--- config.mk ---
export PLATFORM = sky130hd
export DESIGN_NAME = instr_fetch_112
export DESIGN_NICKNAME = d
export VERILOG_FILES = /design/src/rtl/instr_fetch_112_pkg.sv /design/src/rtl/instr_fetch_112_npc.sv /design/src/rtl/instr_fetch_112.sv
export SDC_FILE = /design/constraint.sdc
export NUM_CORES = 1
export LEC_CHECK = 0
export ABC_AREA = 1
export BUFFER_PORTS_ARGS = -buffer_cell sky130_fd_sc_hd__buf_2
export CORE_MARGIN = 8
export CORE_UTILIZATION = 55
export DETAILED_ROUTE_END_ITERATION = 6
export PLACE_DENSITY = 0.8
export SETUP_SLACK_MARGIN = 0.05
export SKIP_LAST_GASP = 1
export SLEW_MARGIN = 0
export SYNTH_ARGS = -nofsm -noshare
export SYNTH_HDL_FRONTEND = slang
export SYNTH_HIERARCHICAL = 1
export SYNTH_SLANG_ARGS = --single-unit
--- constraint.sdc ---
create_clock -name clk -period 3.89 [get_ports clk]
set_input_delay 0.1945 -clock clk [delete_from_list [all_inputs] [get_ports clk]]
set_output_delay 0.1945 -clock clk [all_outputs]
set_load 0.005 [all_outputs]
--- src/rtl/instr_fetch_112_pkg.sv ---
// Shared definitions for the instruction fetch stage and its decoder neighbour.
// Holds the fetch FSM state encoding, the opcode constants shared with the
// main control decoder, the PC step and the branch-offset helper.
package instr_fetch_112_pkg;

  typedef enum logic [1:0] {
    S_IDLE  = 2'd0,
    S_FETCH = 2'd1,
    S_HOLD  = 2'd2
  } state_t;

  localparam logic [5:0] OP_RTYPE = 6'b000000;
  localparam logic [5:0] OP_J     = 6'b000010;
  localparam logic [5:0] OP_BEQ   = 6'b000100;
  localparam logic [5:0] OP_ORI   = 6'b001101;
  localparam logic [5:0] OP_LW    = 6'b100011;
  localparam logic [5:0] OP_SW    = 6'b101011;

  localparam logic [31:0] PC_STEP = 32'd4;

  // Word offset of a branch, sign-extended and converted to a byte offset.
  function automatic logic signed [31:0] br_offset(input logic [15:0] imm);
    return $signed({{14{imm[15]}}, imm, 2'b00});
  endfunction

endpackage

--- src/rtl/instr_fetch_112_npc.sv ---
// Next-PC computation for the fetch stage (purely combinational).
// Ports:
//   pc     in  32  address of the current instruction
//   instr  in  32  current instruction word
//   branch in  1   decoder Branch output
//   zero   in  1   ALU zero flag
//   jump   in  1   decoder Jump output (wins over branch)
//   npc    out 32  address of the next instruction, always word aligned
module npc_112
  import instr_fetch_112_pkg::*;
(
  input  logic [31:0] pc,
  input  logic [31:0] instr,
  input  logic        branch,
  input  logic        zero,
  input  logic        jump,
  output logic [31:0] npc
);

  logic [31:0]        pc4;
  logic signed [31:0] boff;
  logic [31:0]        br_target;
  logic [31:0]        j_target;
  logic               unused_opcode;

  assign pc4       = pc + PC_STEP;
  assign boff      = br_offset(instr[15:0]);
  assign br_target = pc4 + $unsigned(boff);
  // Jump keeps the 256 MB region of the sequential address.
  assign j_target  = {pc4[31:28], instr[25:0], 2'b00};
  // The opcode field is the decoder's business, not ours.
  assign unused_opcode = ^instr[31:26];

  always_comb begin
    npc = pc4;
    if (jump) begin
      npc = j_target;
    end else if (branch && zero) begin
      npc = br_target;
    end
  end

endmodule

--- src/rtl/instr_fetch_112.sv ---
// Instruction fetch stage feeding the main control decoder.
// Owns the PC, fetches one word per instruction over a req/ack handshake,
// holds it in the instruction register until the datapath retires it, then
// advances the PC using the decoder's Branch/Jump and the ALU zero flag.
// Ports:
//   clk, rst_n          clock, asynchronous active-low reset
//   imem_req/addr       fetch request and byte address (addr mirrors pc)
//   imem_ack/rdata      memory response, sampled only while fetching
//   instr, instr_valid  instruction register and its "fresh, not retired" flag
//   pc                  address of the word in instr
//   retire              datapath finished the held instruction
//   branch, zero, jump  next-PC controls, sampled only while holding
//   retired_cnt         wrapping count of retired instructions
module instr_fetch_112
  import instr_fetch_112_pkg::*;
#(
  parameter logic [31:0] RESET_PC  = 32'h0000_3000,
  parameter int          CNT_WIDTH = 32
) (
  input  logic                 clk,
  input  logic                 rst_n,
  output logic                 imem_req,
  output logic [31:0]          imem_addr,
  input  logic                 imem_ack,
  input  logic [31:0]          imem_rdata,
  output logic [31:0]          instr,
  output logic                 instr_valid,
  output logic [31:0]          pc,
  input  logic                 retire,
  input  logic                 branch,
  input  logic                 zero,
  input  logic                 jump,
  output logic [CNT_WIDTH-1:0] retired_cnt
);

  state_t      state, state_nxt;
  logic [31:0] npc;
  logic        load_ir;
  logic        advance;

  npc_112 u_npc (
    .pc     (pc),
    .instr  (instr),
    .branch (branch),
    .zero   (zero),
    .jump   (jump),
    .npc    (npc)
  );

  always_ff @(posedge clk or negedge rst_n) begin
    if (!rst_n) begin
      state <= S_IDLE;
    end else begin
      state <= state_nxt;
    end
  end

  always_comb begin
    state_nxt   = state;
    imem_req    = 1'b0;
    instr_valid = 1'b0;
    load_ir     = 1'b0;
    advance     = 1'b0;
    unique case (state)
      S_IDLE: begin
        state_nxt = S_FETCH;
      end
      S_FETCH: begin
        imem_req = 1'b1;
        if (imem_ack) begin
          load_ir   = 1'b1;
          state_nxt = S_HOLD;
        end
      end
      S_HOLD: begin
        instr_valid = 1'b1;
        if (retire) begin
          advance   = 1'b1;
          state_nxt = S_FETCH;
        end
      end
      default: begin
        state_nxt = S_IDLE;
      end
    endcase
  end

  // pc and instr only move on their own events, so while fetching the
  // decoder keeps seeing the last retired word (flagged stale).
  always_ff @(posedge clk or negedge rst_n) begin
    if (!rst_n) begin
      pc          <= RESET_PC;
      instr       <= 32'h0;
      retired_cnt <= '0;
    end else begin
      if (load_ir) begin
        instr <= imem_rdata;
      end
      if (advance) begin
        pc          <= npc;
        retired_cnt <= retired_cnt + CNT_WIDTH'(1);
      end
    end
  end

  assign imem_addr = pc;

endmodule

## Yosys cells after proc, flatten, opt, wreduce, memory -nomap -nowiden

Index checks and enable logic that the tools add are counted.

| storage, ports and cells | value |
|---|---|
| logic and storage cells | 25 |
| flip-flop bits (word level) | 98 |
| output and inout bits | 130 |

| cells by class | value |
|---|---|
| reductions and logical operators | 3 |
| mux-type cells | 11 |
| equal/unequal tests | 4 |
| add/sub/neg operators | 3 |

Operator list:

| cell | number |
|---|---|
| two-way mux 32 bit | 2 |
| adder 32 x 1 -> 32 bit, second input constant | 1 |
| adder 32 x 3 -> 32 bit, second input constant | 1 |
| adder 32 bit | 1 |
| two-way mux 1 bit | 6 |
| one-hot mux 2 bit (3 select lines) | 1 |
| two-way mux 2 bit | 2 |
| inequality test 2 bit, second input constant | 2 |
| equality test 2 x 1 -> 1 bit, second input constant | 1 |
| equality test 2 bit, second input constant | 1 |
| zero test 2 bit | 1 |
| AND reduction 2 bit | 1 |
| logical AND 1 bit | 1 |

## Depth between registers and ports, before layout

Gate-level depths: netlist of run 1.

| depth | value |
|---|---|
| depth in word-level cells | 4 |
| gate-level depth with buffers | 24 |
| mapped depth without buffers | 24 |

## By module

The synthesis of run 1 kept the hierarchy.

By module, submodules not included:

| module | cells each | area an instance (um^2) | sequential area each (um^2) | instances |
|---|---|---|---|---|
| instr_fetch_112 | 473 | 4489.3 | 2454.9 | 1 |
| npc_112 | 805 | 3881.2 | 0.0 | 1 |

## Worst setup path after synthesis of run 1

OpenSTA, ideal clock, no wires.

| path | value |
|---|---|
| path type | flip-flop to flip-flop |
| from | register pc[2] (netlist: imem_addr[2]) |
| to | register pc[21] (netlist: imem_addr[21]) |
| setup time | 0.116 ns |
| arrival time | 2.624 ns |
| stages on the path, launching flop included | 20 |
| setup slack | 1.150 ns |
| path through | dfrtp_1 > ha_1 > inv_1 > nor2_4 > nand2_2 > nor3_2 > xor2_1 > inv_1 > ha_1 > nand2_1 > nor2_1 > inv_1 > nor2_1 > nand4_1 > nand3_1 > nand2_1 > nand3_1 > a21oi_1 > nand2_1 > nand2_1 |

| on the way | value |
|---|---|
| cells in the longest elaborated chain, start to end | 4 |

Ends and longest elaborated chain:

| element | RTL line | RTL |
|---|---|---|
| start, declared | instr_fetch_112.sv:28 | `output logic [31:0] pc,` |
| start signal, assigned | instr_fetch_112.sv:100 | `pc <= npc;` |
| adder 32 x 3 -> 32 bit (*) | instr_fetch_112_npc.sv:26 | `assign pc4 = pc + PC_STEP;` |
| adder 32 bit | instr_fetch_112_npc.sv:28 | `assign br_target = pc4 + $unsigned(boff);` |
| two-way mux 32 bit (*) | instr_fetch_112_npc.sv:38 | `end else if (branch && zero) begin` |
| two-way mux 32 bit (*) | instr_fetch_112_npc.sv:36 | `if (jump) begin` |
| named net npc[21] | instr_fetch_112.sv:37 | `logic [31:0] npc;` |

The timed path passes the listed nets; every way through them passes the cells marked *.
A chain may end at the register's enable or synchronous reset.

## Worst setup path in the final report of run 1

Same ends and word-level chain as after synthesis.

==> flow_summary_export.csv, run 1 <==
group,metric,value,unit
run_status,status,"complete, no violations",
detailed_routing,post_drt_wl_per_cell,16.4,um
grt,use_met3,0.0465,
placed_design,placedInstanceArea,0.00916,mm2
power,seqPwrFrac,0.257,
power,peakVddDrop,0.434,mV
detailed_routing,wirelength,26400,um
setup_path,r2r_cells,17,
setup_path,cp.required,4190,ps
synth,syn_area,0.00837,mm2
hold_path,hold_path.class,"in2reg",
clock_tree,cts_tree,"done",
grt,grt_pass1_wl,42300,um
grt,grt.total_usage,0.271,
detailed_routing,first_iter_violations,798,
die,initial_core_util,0.557,
clock_tree,h-tree-depth,3,
power,power_frac_comb,0.613,
hold_path,hold_depth,2,
power,leakage,5.39,nW
grt,grt.busiest_layer,"met2",
synth,synthesis.instances,1278,
detailed_routing,dr.pass1.iters,5,
grt,antenna_found_initial,1,
die,die_h,139,um
sta,fin_skew,12.5,ps
clock_tree,cts.clk_slew.worst_paths,70,ps
setup_path,r2r-start,"imem_addr[2]",
sta,timing.fmax,0.279,GHz
sta,setup_viol,0,
power,internal_power,0.00359,W
synth,synth-seq-cells,98,
setup_path,worstPathArrival,3880,ps
grt,first_global_vias,8393,
hold_path,worstHoldStart,"imem_ack",
finish,drive_above_1_share,0.193,
die,rows,45,
placed_design,dpl.hpwl,21000,um
sta,slew_headroom,0.389,
setup_path,worstPathCellList,"ha_1, inv_1, nor3_2, nand3_1, xor2_1, inv_1, ha_1, nand2_1, nor2_1, inv_1, nor2_1, nand4_1, nand4_1, nand3_1, a21oi_1, nand2_1, nand2_1",
synth,ys_types,44,
detailed_routing,ant_nets,0,
clock_tree,cts_setup_buffers,0,
sta,worstMarginPinSlew,913,ps
synth,avgSynthCellArea,6.55,um2
setup_path,crit_path_max_fanout,9,
sta,drv_slew,0,
setup_path,critPathCaptureType,"register",
die,die_w,139,um
grt,use_met2,0.449,
grt,grt_max_degree,70,
synth,syn_nets,1356,
sta,rsz0062_at_grt,"false",
setup_path,cp_slowest_cell,"dfrtp_2",
power,power_density,774,mW/mm2
synth,yosys_warnings,6,
die,io_pins,169,
placed_design,globalplace.congestion,0.974,
detailed_routing,via_per_inst,5.39,
clock_tree,clock_latency,360,ps
grt,grt_overflow_total,0,
setup_path,critical_path_class,"reg2reg",
run,drv_cap,0,
sta,timing.final.crit_period,3580,ps
clock_tree,numCtsBuffers,9,
detailed_routing,vias,8647,
setup_path,reg2reg_slack,310,ps
setup_path,crit_path_start,"imem_addr[2]",
setup_path,startpoint_type,"register",
finish,fin_cells,1605,
sta,finalCritPeriodShare,0.921,
die,core,0.0150,mm2
die,dieArea,0.0194,mm2
finish,antenna_cells,0,
grt,use_met1,0.343,
clock_tree,clockRootBuffer,"clkbuf_16",
placed_design,dp_cells,1588,
finish,finalNetCount,1490,
clock_tree,cts.sinks,98,
power,swShare,0.511,
setup_path,slowest_delay,470,ps
placed_design,io_buffers,168,
sta,hold_violations,0,
sta,fin_tns_setup,0,ps
power,p_switching,0.00376,W
synth,synth-seq-area-share,0.293,
clock_tree,clock_path_buffers,2,
finish,area_growth,13.3,%
detailed_routing,remaining_drc_errors,0,
power,clockPowerShare,0.130,
finish,final_cell_area,0.00949,mm2
-- metrics by stage --
stage                     total power [W]  hold WS [ps]   util  setup slack [ps]
after floorplan                   0.00491          -101      -              1150
after global placement            0.00624           364  0.610               377
after detailed placement          0.00629           366  0.610               314
after CTS                         0.00727          30.8  0.631               290
after global routing              0.00794          32.7  0.631              77.6
final                             0.00734          37.0  0.631               308
-- registers in the layout, summed over array words and instances, names as in the netlist --
signal / count
imem_addr: 32
instr: 32
retired_cnt: 32
state: 2
-- worst max-delay path, delay by kind of cell (launching register included) --
kind | cells | cell delay (ps)
xor gates and xnor gates | 1 | 240
DFF | 1 | 470
adders and majority gates | 2 | 660
and+or+nand+nor | 10 | 1730
AOI/OAI and AO/OA | 1 | 220
buffers and inverters | 3 | 230
-- layout make-up --
type,count,area (um2)
Multi-Input combinational cell,952,4920
Sequential cell,98,2460
Clock buffer,11,243
Clock inverter,5,68.8
Tap cell,188,235
Inverter,176,661
Fill cell,1411,5550
Timing Repair Buffer,175,898
-- cells in the mapped netlist, drive strengths merged --
| cell | number | area share |
|---|---|---|
| xor2 | 20 | 0.022 |
| nor3b | 1 | 0.00090 |
| fa | 1 | 0.0024 |
| dfstp | 2 | 0.0063 |
| nor4 | 1 | 0.00075 |
| o21bai | 4 | 0.0036 |
| nand4 | 21 | 0.016 |
| or2 | 7 | 0.0052 |
| o31ai | 1 | 0.00090 |
| nor3 | 15 | 0.011 |
| and2 | 7 | 0.0052 |
| dfrtp | 96 | 0.29 |
| nand3b | 5 | 0.0045 |
| clkbuf | 5 | 0.0022 |
| mux2 | 32 | 0.043 |
| xnor2 | 19 | 0.022 |
| nand2 | 493 | 0.23 |
| inv | 176 | 0.079 |
| nor2 | 131 | 0.070 |
| a21o | 1 | 0.00090 |
| a31oi | 8 | 0.0060 |
| nor4b | 1 | 0.0010 |
| a21oi | 40 | 0.025 |
| o211ai | 1 | 0.00090 |
| buf | 47 | 0.037 |
| ha | 38 | 0.057 |
| nand3 | 87 | 0.055 |
| o21ai | 18 | 0.011 |
-- final timing paths --
kind | to
min reg2reg | instr[28]
max | imem_addr[21]
max in group asynchronous | imem_addr[12]
max reg2reg | imem_addr[21]
min in group asynchronous | state[0]
min | state[0]
-- what timing repair did --
action | 4_1_cts | 5_1_grt
gates resized for setup | 0 | 1
endpoints found under the hold margin | 36 | 0
hold buffers | 1 | 0
setup endpoints to repair | 0 | 2
-- power by group through the flow --
stage / registers [W] / clock network [W] / logic (W)
6_report: 0.00188 / 0.000956 / 0.00450
5_1_grt: 0.00194 / 0.000998 / 0.00501
4_1_cts: 0.00187 / 0.000965 / 0.00443
3_5_place_dp: 0.00189 / 0 / 0.00440
3_3_place_gp: 0.00187 / 0 / 0.00437
2_1_floorplan: 0.00179 / 0 / 0.00312
-- cells in the final DEF (no fill, tap or decap), types with 21 or more instances in the layout --
cell type  synthesis  layout
nand2_1          481     481
inv_1            171     171
buf_2             12     167
nor2_1           115     115
dfrtp_1           96      95
nand3_1           84      84
ha_1              38      38
a21oi_1           38      38
mux2_2            31      31
nand4_1           21      21
-- kinds of logic after synthesis --
family,Yosys count,synth area share
compound gates,73,0.0478
buf+inv,228,0.118
simple gates,769,0.395
flops,98,0.293
mux,32,0.0430
fa+ha+maj,39,0.0592
xor+xnor,39,0.0435
-- routing by layer --
layer / up-vias / wire length, um / part of all wire
met5: - / 8 / 0.00030
met4: 2 / 826 / 0.031
met3: 68 / 1840 / 0.070
met2: 326 / 12400 / 0.47
met1: 4024 / 11300 / 0.43
li1: 4227 / - / -
(Power assumes the default switching activity.)
==> run 2, diff against run 1 <==
--- a/config.mk
+++ b/config.mk
@@ -12,2 +12,3 @@
 export DETAILED_ROUTE_END_ITERATION = 6
+export MAX_ROUTING_LAYER = met4
 export PLACE_DENSITY = 0.8
--- a/constraint.sdc
+++ b/constraint.sdc
@@ -3,2 +3,2 @@
 set_output_delay 0.1945 -clock clk [all_outputs]
-set_load 0.005 [all_outputs]
+set_load 0.01 [all_outputs]
==> flow_summary_export.csv, run 2 (synthesis gave the netlist of run 1 again) <==
group,metric,value,unit
sta,worstMarginPinSlew,1070,ps
setup_path,crit_path_max_fanout,6,
clock_tree,h-tree-depth,3,
die,die_h,139,um
power,leakage,5.38,nW
die,rows,45,
run,drv_cap,0,
grt,grt.total_usage,0.286,
grt,grt_max_degree,70,
run_status,status,"complete, no violations",
die,initial_core_util,0.557,
die,core,0.0150,mm2
detailed_routing,post_drt_wl_per_cell,16.6,um
placed_design,io_buffers,168,
detailed_routing,via_per_inst,5.36,
clock_tree,clock_latency,360,ps
clock_tree,cts_setup_buffers,0,
die,dieArea,0.0194,mm2
grt,first_global_vias,8550,
sta,fin_tns_setup,0,ps
finish,final_common_cell,"nand2_1",
sta,fin_skew,14.2,ps
detailed_routing,wirelength,26700,um
clock_tree,clockRootBuffer,"clkbuf_16",
setup_path,cp.buffers_inverters,3,
sta,timing.final.crit_period,3590,ps
clock_tree,clock_path_buffers,2,
setup_path,slowest_delay,460,ps
detailed_routing,vias,8602,
sta,drv_slew,0,
placed_design,globalplace.congestion,1.03,
finish,finalNetCount,1489,
sta,setup_viol,0,
clock_tree,cts.sinks,98,
setup_path,cp.required,4180,ps
placed_design,dpl.hpwl,21200,um
setup_path,startpoint_type,"register",
detailed_routing,first_iter_violations,836,
finish,drive_above_1_share,0.193,
sta,holdWs,31.4,ps
setup_path,worstPathCellList,"ha_1, inv_1, nor3_2, nand3_1, xor2_1, inv_1, ha_1, nand2_1, nor2_1, inv_1, nor2_1, nand4_1, nand4_1, nand3_1, a21oi_1, nand2_1, nand2_1",
placed_design,post-place-ws,318,ps
sta,slew_headroom,0.287,
sta,layout_setup_ws,299,ps
sta,finalCritPeriodShare,0.923,
clock_tree,cts.clk_slew.worst_paths,80,ps
clock_tree,cts_tree,"done",
grt,grt_pass1_wl,43500,um
sta,rsz0062_at_grt,"false",
power,peakVddDrop,0.504,mV
setup_path,worstPathArrival,3880,ps
finish,final_cell_area,0.00948,mm2
grt,antenna_found_initial,1,
sta,hold_violations,0,
setup_path,critical_path.top_delay_family,"simple AND/OR/NAND/NOR gates",
die,die_w,139,um
setup_path,cp_slowest_cell,"dfrtp_1",
power,power_density,794,mW/mm2
die,io_pins,169,
detailed_routing,remaining_drc_errors,0,
clock_tree,numCtsBuffers,9,
finish,final_cell_mix,"nand2_1, inv_1, buf_2",
placed_design,placedInstanceArea,0.00916,mm2
setup_path,critical_path_class,"reg2reg",
sta,timing.fmax,0.278,GHz
setup_path,critPathCaptureType,"register",
detailed_routing,ant_nets,0,
grt,grt_overflow_total,0,
hold_path,hold_path.class,"in2reg",
finish,final_core_util,0.631,
detailed_routing,dr.pass1.iters,6,
finish,area_growth,13.3,%
-- run 2: final timing paths --
| kind | startpoint | endpoint | slack (ps) | cells after the start |
|---|---|---|---|---|
| min reg2reg | retired_cnt[31] | retired_cnt[31] | 500 | 2 |
| max | imem_addr[3] | imem_addr[21] | 300 | 17 |
| min | imem_ack | state[0] | 30 | 2 |
| min in group asynchronous | rst_n | retired_cnt[0] | 480 | 2 |
| max in group asynchronous | rst_n | imem_addr[12] | 2450 | 3 |
| max reg2reg | imem_addr[3] | imem_addr[21] | 300 | 17 |
-- run 2: through the flow --
| step | total power, W | cells |
|---|---|---|
| global placement | 0.00642 | 1587 |
| global route | 0.00815 | 1605 |
| floorplan | 0.00509 | 1278 |
| detailed placement | 0.00648 | 1587 |
| CTS | 0.00746 | 1604 |
| finish | 0.00752 | 1605 |
-- run 2: cell type report --
type                       count  area (um2)
timing repair buffer         174         891
multi-input combinational    952        4920
inverter                     176         661
sequential                    98        2460
tap                          188         235
antenna                        1        2.50
clock buffer                  11         243
fill                        1401        5550
clock inverter                 5        68.8
-- run 2: power by group --
part,internal (W),switching (W),total [W]
registers,0.00136,0.000526,0.00188
logic,0.00171,0.00297,0.00468
clock network,0.000529,0.000437,0.000966
-- run 2: routing by layer --
layer	vias up	routed length, um	global-route usage
li1	4227	-	-
met1	3964	11800	0.358
met2	347	12400	0.458
met3	64	1790	0.0520
met4	0	706	0.0971
met5	-	0	-
-- run 2: repair_timing --
item | in CTS | in global routing
hold buffers | 1 | 0
setup endpoints to repair | 0 | 1
endpoints found under the hold margin | 31 | 0
gates resized for setup | 0 | 1
